[src/rtl/alu_seq_pkg.sv]
// Shared definitions for the registered sequential ALU: opcode set and control state.
package alu_seq_pkg;

    typedef enum logic [2:0] {
        lslOP = 3'd0,
        lsrOP = 3'd1,
        andOP = 3'd2,
        orOP  = 3'd3,
        subOP = 3'd4,
        seqOP = 3'd5,
        sltOP = 3'd6,
        notOP = 3'd7
    } ALU_op_name;

    typedef enum logic {
        IDLE  = 1'b0,
        SHIFT = 1'b1
    } alu_seq_state_t;

    function automatic logic is_shift(input ALU_op_name op);
        return (op == lslOP) || (op == lsrOP);
    endfunction

endpackage

[src/rtl/alu_shifter.sv]
// Logical shifter: either a combinational barrel shift or a 1-bit-per-step accumulator.
module alu_shifter #(
    parameter int WIDTH      = 8,
    parameter bit FAST_SHIFT = 1'b0
) (
    input  logic             clk,
    input  logic             rst,
    input  logic             load,
    input  logic             step,
    input  logic             dir_right,
    input  logic [WIDTH-1:0] din,
    input  logic [WIDTH-1:0] amt,
    output logic [WIDTH-1:0] result,
    output logic             done
);

    logic [WIDTH-1:0] acc_q, acc_d;
    logic [WIDTH-1:0] cnt_q, cnt_d;
    logic             dir_q, dir_d;
    logic [WIDTH-1:0] acc_step;

    always_comb begin
        acc_step = dir_q ? (acc_q >> 1) : (acc_q << 1);
    end

    always_comb begin
        acc_d = acc_q;
        cnt_d = cnt_q;
        dir_d = dir_q;
        if (load) begin
            acc_d = din;
            cnt_d = amt;
            dir_d = dir_right;
        end else if (step && (cnt_q != '0)) begin
            acc_d = acc_step;
            cnt_d = cnt_q - WIDTH'(1);
        end
    end

    always_ff @(posedge clk or posedge rst) begin
        if (rst) begin
            acc_q <= '0;
            cnt_q <= '0;
            dir_q <= 1'b0;
        end else begin
            acc_q <= acc_d;
            cnt_q <= cnt_d;
            dir_q <= dir_d;
        end
    end

    // done marks the step whose edge brings the count to zero; result is the value acc takes then
    always_comb begin
        done = step && (cnt_q == WIDTH'(1));
    end

    generate
        if (FAST_SHIFT) begin : g_barrel
            always_comb begin
                result = dir_right ? (din >> amt) : (din << amt);
            end
        end else begin : g_iter
            always_comb begin
                result = acc_step;
            end
        end
    endgenerate

endmodule

[src/rtl/alu_seq.sv]
// Registered ALU behind a valid/ready handshake; iterative shifts hold off in_ready until done.
module alu_seq
    import alu_seq_pkg::*;
#(
    parameter int WIDTH      = 8,
    parameter bit FAST_SHIFT = 1'b0,
    parameter bit SIGNED_SLT = 1'b0
) (
    input  logic             CLK,
    input  logic             reset,
    input  logic             in_valid,
    output logic             in_ready,
    input  logic [2:0]       ALUop,
    input  logic [WIDTH-1:0] srcRS,
    input  logic [WIDTH-1:0] srcRT,
    output logic             out_valid,
    output logic [WIDTH-1:0] destRD,
    output logic             equalFlag,
    output logic             lessThanFlag
);

    localparam logic [WIDTH-1:0] WIDTH_L = WIDTH'(WIDTH);

    alu_seq_state_t   state_q, state_d;
    logic [WIDTH-1:0] dest_q, dest_d;
    logic             eq_q, eq_d;
    logic             lt_q, lt_d;
    logic             valid_q, valid_d;

    logic             accept;
    logic             sh_load, sh_step, sh_done;
    logic [WIDTH-1:0] sh_result;
    ALU_op_name       op;

    assign op       = ALU_op_name'(ALUop);
    assign in_ready = (state_q == IDLE);
    assign accept   = in_valid && (state_q == IDLE);
    assign sh_step  = (state_q == SHIFT);

    alu_shifter #(
        .WIDTH      (WIDTH),
        .FAST_SHIFT (FAST_SHIFT)
    ) u_shifter (
        .clk       (CLK),
        .rst       (reset),
        .load      (sh_load),
        .step      (sh_step),
        .dir_right (op == lsrOP),
        .din       (srcRS),
        .amt       (srcRT),
        .result    (sh_result),
        .done      (sh_done)
    );

    always_comb begin
        state_d = state_q;
        dest_d  = dest_q;
        eq_d    = eq_q;
        lt_d    = lt_q;
        valid_d = 1'b0;
        sh_load = 1'b0;
        case (state_q)
            IDLE: begin
                if (accept) begin
                    valid_d = 1'b1;
                    case (op)
                        lslOP, lsrOP: begin
                            // Degenerate amounts finish immediately even in iterative mode
                            if (srcRT == '0) begin
                                dest_d = srcRS;
                            end else if (srcRT >= WIDTH_L) begin
                                dest_d = '0;
                            end else if (FAST_SHIFT) begin
                                dest_d = sh_result;
                            end else begin
                                sh_load = 1'b1;
                                valid_d = 1'b0;
                                state_d = SHIFT;
                            end
                        end
                        andOP: dest_d = srcRS & srcRT;
                        orOP:  dest_d = srcRS | srcRT;
                        subOP: dest_d = srcRS - srcRT;
                        notOP: dest_d = ~srcRS;
                        seqOP: begin
                            dest_d = '0;
                            eq_d   = (srcRS == srcRT);
                        end
                        sltOP: begin
                            dest_d = '0;
                            lt_d   = SIGNED_SLT ? ($signed(srcRS) < $signed(srcRT))
                                                : (srcRS < srcRT);
                        end
                        default: dest_d = dest_q;
                    endcase
                end
            end
            SHIFT: begin
                if (sh_done) begin
                    dest_d  = sh_result;
                    valid_d = 1'b1;
                    state_d = IDLE;
                end
            end
            default: state_d = IDLE;
        endcase
    end

    always_ff @(posedge CLK or posedge reset) begin
        if (reset) begin
            state_q <= IDLE;
            dest_q  <= '0;
            eq_q    <= 1'b0;
            lt_q    <= 1'b0;
            valid_q <= 1'b0;
        end else begin
            state_q <= state_d;
            dest_q  <= dest_d;
            eq_q    <= eq_d;
            lt_q    <= lt_d;
            valid_q <= valid_d;
        end
    end

    assign out_valid    = valid_q;
    assign destRD       = dest_q;
    assign equalFlag    = eq_q;
    assign lessThanFlag = lt_q;

endmodule

[config.mk]
export PLATFORM = sky130hd
export DESIGN_NAME = alu_seq
export DESIGN_NICKNAME = d
export VERILOG_FILES = /design/src/rtl/alu_seq_pkg.sv /design/src/rtl/alu_shifter.sv /design/src/rtl/alu_seq.sv
export SDC_FILE = /design/constraint.sdc
export NUM_CORES = 1
export LEC_CHECK = 0
export CORE_AREA = 2 2 81 83
export DETAILED_ROUTE_END_ITERATION = 6
export DIE_AREA = 0 0 83 85
export PLACE_DENSITY = 0.66
export SLEW_MARGIN = 10
export SYNTH_ARGS = -nofsm -noshare
export SYNTH_HDL_FRONTEND = slang
export SYNTH_HIERARCHICAL = 1
export SYNTH_SLANG_ARGS = --single-unit
[constraint.sdc]
create_clock -name CLK -period 5.1 [get_ports CLK]
set_input_delay 1.275 -clock CLK [delete_from_list [all_inputs] [get_ports CLK]]
set_output_delay 1.275 -clock CLK [all_outputs]
set_load 0.01 [all_outputs]
Word level (Yosys, flattened, before mapping)
Index checks and enable logic that the tools add are counted.
{ "word_totals": {"mem_bits_rw": 0, "mem_count": 0, "romBits": 0, "out_inout_bits": 12, "ff_bits": 29, "wordCells": 64, "latch_bits": 0} }
{ "classes": {"muxes": 24, "shifts": 0, "bitwise_logic": 4, "n_reduce_logical": 12, "n_mul": 0, "div_mod_pow": 0, "n_eq_ne": 12, "add_sub_neg": 2, "n_lt_le_gt_ge": 2} }
{ "op_table": {"columns": ["op", "n"], "rows": [
  ["2-to-1 mux 8 bit", 9],
  ["one-hot mux 8 bit (6 select lines)", 1],
  ["one-hot mux 8 bit (2 select lines)", 1],
  ["== test 3 bit, second input constant", 4],
  ["2-to-1 mux 1 bit", 11],
  ["AND reduction 3 bit", 3],
  ["bitwise AND 8 bit", 1],
  ["== test 8 x 1 -> 1 bit, second input constant", 1],
  ["== test 8 bit", 1],
  [">= comparator 8 x 4 -> 1 bit, second input constant", 1],
  ["zero test 8 bit", 1],
  ["< comparator 8 bit", 1],
  ["inverter 8 bit", 1],
  ["OR 8 bit", 1],
  ["nonzero test 8 bit", 1],
  ["subtractor 8 x 1 -> 8 bit, second input constant", 1],
  ["subtractor 8 bit", 1],
  ["== test 3 x 2 -> 1 bit, second input constant", 2],
  ["inequality test 2 x 1 -> 1 bit, second input constant", 2],
  ["inequality test 4 bit, second input constant", 1],
  ["one-hot mux 1 bit (2 select lines)", 2],
  ["OR reduction 2 bit", 2],
  ["== test 3 x 1 -> 1 bit, second input constant", 1],
  ["logical AND 1 bit", 3],
  ["3 further kinds", 3]
]} }

Depth between registers and ports, before layout
{ "logic_depth": {"word_depth": 7, "depth_mapped": 9, "ltp_nobuf": 8} }

Cells and area by module
The synthesis kept the hierarchy.
{ "by_module_without_submodules": {"columns": ["module", "area_each_um2", "n_inst", "cells_each"], "rows": [
  ["alu_seq", 1625.3, 1, 207],
  ["alu_shifter", 1098.6, 1, 123]
]} }

Worst setup path before layout
OpenSTA, ideal clock, no wires.
{ "synth_timing": {"path_kind": "input to register", "startpoint": "in srcRT[6]", "endpoint": "reg u_shifter.dir_q", "path_stages": 5, "path_slack_ns": 2.006, "required_ns": 4.975, "setup_time_ns": 0.125, "arrival_time_ns": 2.970, "cell_sequence": "or4_4 -> nor4_1 -> clkbuf_1 -> clkbuf_1 -> mux2_2"} }
{ "synth_via": {"elab_chain_cells": 6, "elab_cells_between_ends": 7} }
{ "synth_lines": {"columns": ["element", "line", "source"], "rows": [
  ["from (decl)", "alu_seq.sv:15", "input logic [WIDTH-1:0] srcRT,"],
  [">= comparator 8 x 4 -> 1 bit", "alu_seq.sv:71", "end else if (srcRT >= WIDTH_L) begin"],
  ["2-to-1 mux 1 bit", "alu_seq.sv:71", null],
  ["2-to-1 mux 1 bit *", "alu_seq.sv:69", "if (srcRT == '0) begin"],
  ["2-to-1 mux 1 bit *", "alu_seq.sv:66", "case (op)"],
  ["2-to-1 mux 1 bit *", "alu_seq.sv:64", "if (accept) begin"],
  ["2-to-1 mux 1 bit *", "alu_seq.sv:62", "case (state_q)"],
  ["via sh_load", "alu_seq.sv:31", "logic sh_load, sh_step, sh_done;"],
  ["to (signal assigned)", "alu_shifter.sv:48", "dir_q <= dir_d;"],
  ["to (decl)", "alu_shifter.sv:19", "logic dir_q, dir_d;"]
]} }
The timed path passes the listed nets; every way through them passes the cells marked *.
A chain may end at the register's enable or synchronous reset.

Worst setup path in the final report
{ "layout_timing": {"startpoint": "in ALUop[2]", "endpoint": "reg u_shifter.acc_q[6]"} }
{ "layout_via": {"elab_chain_cells": 6, "elab_cells_between_ends": 8} }
{ "layout_lines": {"columns": ["element", "line", "source"], "rows": [
  ["from (decl)", "alu_seq.sv:13", "input logic [2:0] ALUop,"],
  ["== test 3 x 1 -> 1 bit / zero test 3 bit (equally long branches)", "alu_seq.sv:66", null],
  ["OR reduction 2 bit *", "alu_seq.sv:66", null],
  ["2-to-1 mux 1 bit *", "alu_seq.sv:66", null],
  ["2-to-1 mux 1 bit *", "alu_seq.sv:64", null],
  ["2-to-1 mux 1 bit *", "alu_seq.sv:62", null],
  ["via sh_load", "alu_seq.sv:31", null],
  ["2-to-1 mux 8 bit / nonzero test 2 bit (equally long branches)", null, null],
  ["to (signal assigned)", "alu_shifter.sv:42", "acc_q <= '0;"],
  ["to (signal assigned)", "alu_shifter.sv:46", "acc_q <= acc_d;"],
  ["to (decl)", "alu_shifter.sv:17", "logic [WIDTH-1:0] acc_q, acc_d;"]
]} }
Marked as above.

==> results.sh <==
export IMPL_status="finished clean"
export IMPL_clk_insertion_delay_late_ns=0.28
export IMPL_grt_pass1_vias=2483
export IMPL_ctsResizeCount=0
export IMPL_critPathLaunch="ALUop[2]"
export IMPL_critPathMaxFanout=27
export IMPL_drv_cap=0
export IMPL_grt_overflow=0
export IMPL_slew_viol_final=0
export IMPL_ys_warn_count=6
export IMPL_drive_gt1_share_pct=8.15
export IMPL_dieArea_um2=7060
export IMPL_cts_buffers=5
export IMPL_critPathRequiredTime_ns=5.24
export IMPL_netlist_instances=330
export IMPL_syn_nets=379
export IMPL_switching_share_pct=36.7
export IMPL_cts_root_buf="clkbuf_8"
export IMPL_crit_arrival_ns=3.77
export IMPL_power_density_nw_per_um2=242
export IMPL_critical_path_class="in2reg"
export IMPL_gp_congestion=0.926
export IMPL_syn2layout_area_growth_pct=16.4
export IMPL_clock_fmax_ghz=0.275
export IMPL_wl_per_cell_um=16.9
export IMPL_die_height_um=85
export IMPL_utilization_pct=51.1
export IMPL_r2r_end="u_shifter/acc_q[6]"
export IMPL_n_fill_cell=594
export IMPL_grt_pass1_wl_um=12500
export IMPL_timing_critical_path_max_delay_family="buffers and inverters"
export IMPL_cp_start_kind="input port"
export IMPL_ys_seq_area_share_pct=26.6
export IMPL_end_kind="flip-flop"
export IMPL_synth_area_per_cell_um2=8.25
export IMPL_start_util_pct=43.9
export IMPL_holdBufCountCts=0
export IMPL_seqCellArea_um2=726
export IMPL_r2r_start="sh_step"
export IMPL_grt_util_all_layers_pct=21.5
export IMPL_worst_slew_pin_slew_ns=0.742
export IMPL_grt_max_degree=28
export IMPL_critical_path_depth=8
export IMPL_setup_violations=0
export IMPL_hold_class="reg2reg"
export IMPL_cp_cell_sequence="clkdlybuf4s50_1 > nor2_1 > nand2_1 > nor4_2 > buf_4 > inv_1 > o2111ai_1 > o311ai_0"
export IMPL_p_sw_uw=282
export IMPL_skew_ns=0.00691
export IMPL_post_route_period_util_pct=71.3
export IMPL_cts_max_level=2
export IMPL_synth_flop_cell="dfrtp_1"
export IMPL_grt_antenna_before_repair=0
export IMPL_synth_edf_count=0
export IMPL_dp_hpwl_um=5640
export IMPL_r2r_slack_ns=2.61
export IMPL_drt_iter0_drc=260
export IMPL_firstDrtPassIters=5
export IMPL_core_area_um2=6200
export IMPL_vias=2543
export IMPL_power_frac_clock_pct=23.7
export IMPL_drc_errors=0
export IMPL_vdd_drop_max_mv=0.144
export IMPL_worst_path_buf_inv=3
export IMPL_clock_sinks=29
export IMPL_io_buffers=33
export IMPL_slowest_stage="clkdlybuf4s50_1"
export IMPL_synth_async_reset_ratio_pct=100
export IMPL_die_w_um=83
export IMPL_io_pins=34
export IMPL_p_seq_share_pct=41.9
export IMPL_synth_seq_cells=29
export IMPL_tritoncts="built"
export IMPL_r2r_cells=6
export IMPL_period_needed_ns=3.63
export IMPL_synth_distinct_cells=61
export IMPL_maxSlewHeadroom_pct=50.4
export IMPL_syn_area_um2=2720
export IMPL_path_clk_slew_ns=0.07
export IMPL_multi_input_area_um2=1780
export IMPL_drt_wl_total_um=7340
export IMPL_rsz0062_at_grt="false"
export IMPL_p_leak_uw=0.00130
export IMPL_num_rows=29
export IMPL_critPathMaxStageDelay_ns=0.71
export IMPL_ant_nets=0
export IMPL_pwr_share_comb_pct=34.4
export IMPL_num_antenna_cells=0
export IMPL_clockBufferDepth=2
export IMPL_min_path_cells=2
export IMPL_finalHoldViolCount=0
export IMPL_final_setup_tns_ns=0
export IMPL_via_per_inst=5.87
export IMPL_final_nets=404
export IMPL_critical_path_endpoint="u_shifter/acc_q[6]"
export IMPL_p_int_uw=486
export IMPL_postCtsSetupBuffers=0
power by group through the flow:
stage | Combinational (µW) | Sequential (µW) | Clock (µW)
6_report | 264 | 322 | 182
5_1_grt | 296 | 329 | 197
4_1_cts | 264 | 321 | 185
3_5_place_dp | 263 | 324 | 0
3_3_place_gp | 260 | 324 | 0
2_1_floorplan | 167 | 318 | 0
how the worst min path moves through the flow:
| stage | slack (ns) | endpoint | from |
|---|---|---|---|
| after floorplan | 0.52 | destRD[0] | destRD[0] |
| after global placement | 0.47 | destRD[2] | destRD[2] |
| after detailed placement | 0.49 | destRD[0] | destRD[0] |
| after CTS | 0.51 | destRD[0] | destRD[0] |
| after global routing | 0.53 | lessThanFlag | lessThanFlag |
| final | 0.51 | destRD[0] | destRD[0] |
flip-flops by register name, summed over array words and instances, names as in the netlist:
| signal | flops |
|---|---|
| destRD | 8 |
| equalFlag | 1 |
| lessThanFlag | 1 |
| out_valid | 1 |
| sh_step | 1 |
| u_shifter/acc_q | 8 |
| u_shifter/cnt_q | 8 |
| u_shifter/dir_q | 1 |
worst reg2reg max path, delay by kind of cell (launching register included):
family	cells	cell delay [ns]
buf+inv	2	0.66
simple gates	2	0.69
compound gates	2	0.34
flops	1	0.66
layout by cell type (no fill, tap or decap), types with 3 or more instances in the layout:
cell type / instances
a21oi_1: 11
o21a_1: 3
a221oi_1: 3
o22ai_1: 5
a211oi_1: 3
and2_1: 4
o311ai_1: 3
clkdlybuf4s50_1: 33
nor2_1: 19
or4_1: 5
o21ai_0: 19
nor4_1: 4
a21o_1: 3
nand2_1: 34
clkbuf_8: 5
ha_1: 26
o31ai_1: 3
nor2b_1: 5
or3_1: 4
o21ai_1: 4
nor4b_1: 3
o211ai_1: 5
nor3_1: 8
dfrtp_1: 29
inv_1: 36
o311ai_0: 7
nand3_1: 5
o2111ai_1: 9
nand2b_1: 6
a31oi_1: 6
mux2_2: 7
through the flow:
step	area (µm²)	worst slack, ns	total power [µW]	hold slack, ns	instances
after floorplan	2720	2.01	486	0.520	330
after global placement	3090	1.20	584	0.473	425
after detailed placement	3090	1.23	587	0.493	425
after CTS	3170	1.51	770	0.508	433
after global routing	3170	1.20	822	0.531	433
final	3170	1.47	768	0.507	433
synthesized netlist by cell type (all sizes together) (2+ instances only):
cell type | n | share of area [%]
o2111ai | 9 | 2.9
o22ai | 5 | 1.1
o211ai | 6 | 1.8
or4 | 6 | 1.8
xnor2 | 2 | 0.64
nand2 | 34 | 4.7
nand3b | 2 | 0.55
dfrtp | 29 | 27
o21bai | 2 | 0.55
nor3 | 9 | 2.1
and2 | 5 | 1.2
a21oi | 11 | 2.0
mux2 | 7 | 2.9
a221oi | 4 | 1.5
and3 | 2 | 0.46
o31ai | 3 | 0.83
o21a | 3 | 0.83
clkbuf | 12 | 2.0
a211oi | 4 | 1.3
or3b | 2 | 0.64
nor2 | 19 | 2.6
ha | 26 | 12
or3 | 5 | 1.3
o21ai | 23 | 4.2
nand3 | 5 | 0.92
mux2i | 2 | 0.73
nor4 | 5 | 1.1
nand2b | 6 | 1.4
o311ai | 10 | 3.2
buf | 4 | 0.83
a31oi | 6 | 1.4
nor4b | 4 | 1.5
inv | 36 | 5.0
a21o | 3 | 0.83
nor2b | 5 | 1.1
clkinv | 2 | 0.46
cell families (layout without fill, tap and decap cells):
group	Yosys count	in the layout	share of synthesized area (%)
xor+xnor	3	3	0.965
fa+ha+maj	27	27	12.7
buf+inv	54	80	8.27
flops	29	29	26.6
mux	9	9	3.63
compound gates	95	95	24.7
simple gates	113	113	23.2
final cells by class:
type,instances,share of cell area [%]
clock buffers,6,2.29
clock inverters,2,0.316
inverters,38,4.66
multi-input cells,247,56.1
flip-flops and latches,29,22.9
well taps,77,3.04
repair buffers,34,10.7
metal layers:
layer / up-vias / wire length [µm] / track usage, %
met5: - / 0 / 0
met4: 0 / 55 / 4.17
met3: 7 / 362 / 2.43
met2: 99 / 3270 / 33.9
met1: 1186 / 3650 / 32.2
li1: 1251 / - / -
Note: power is estimated with default switching activity, not from simulation.
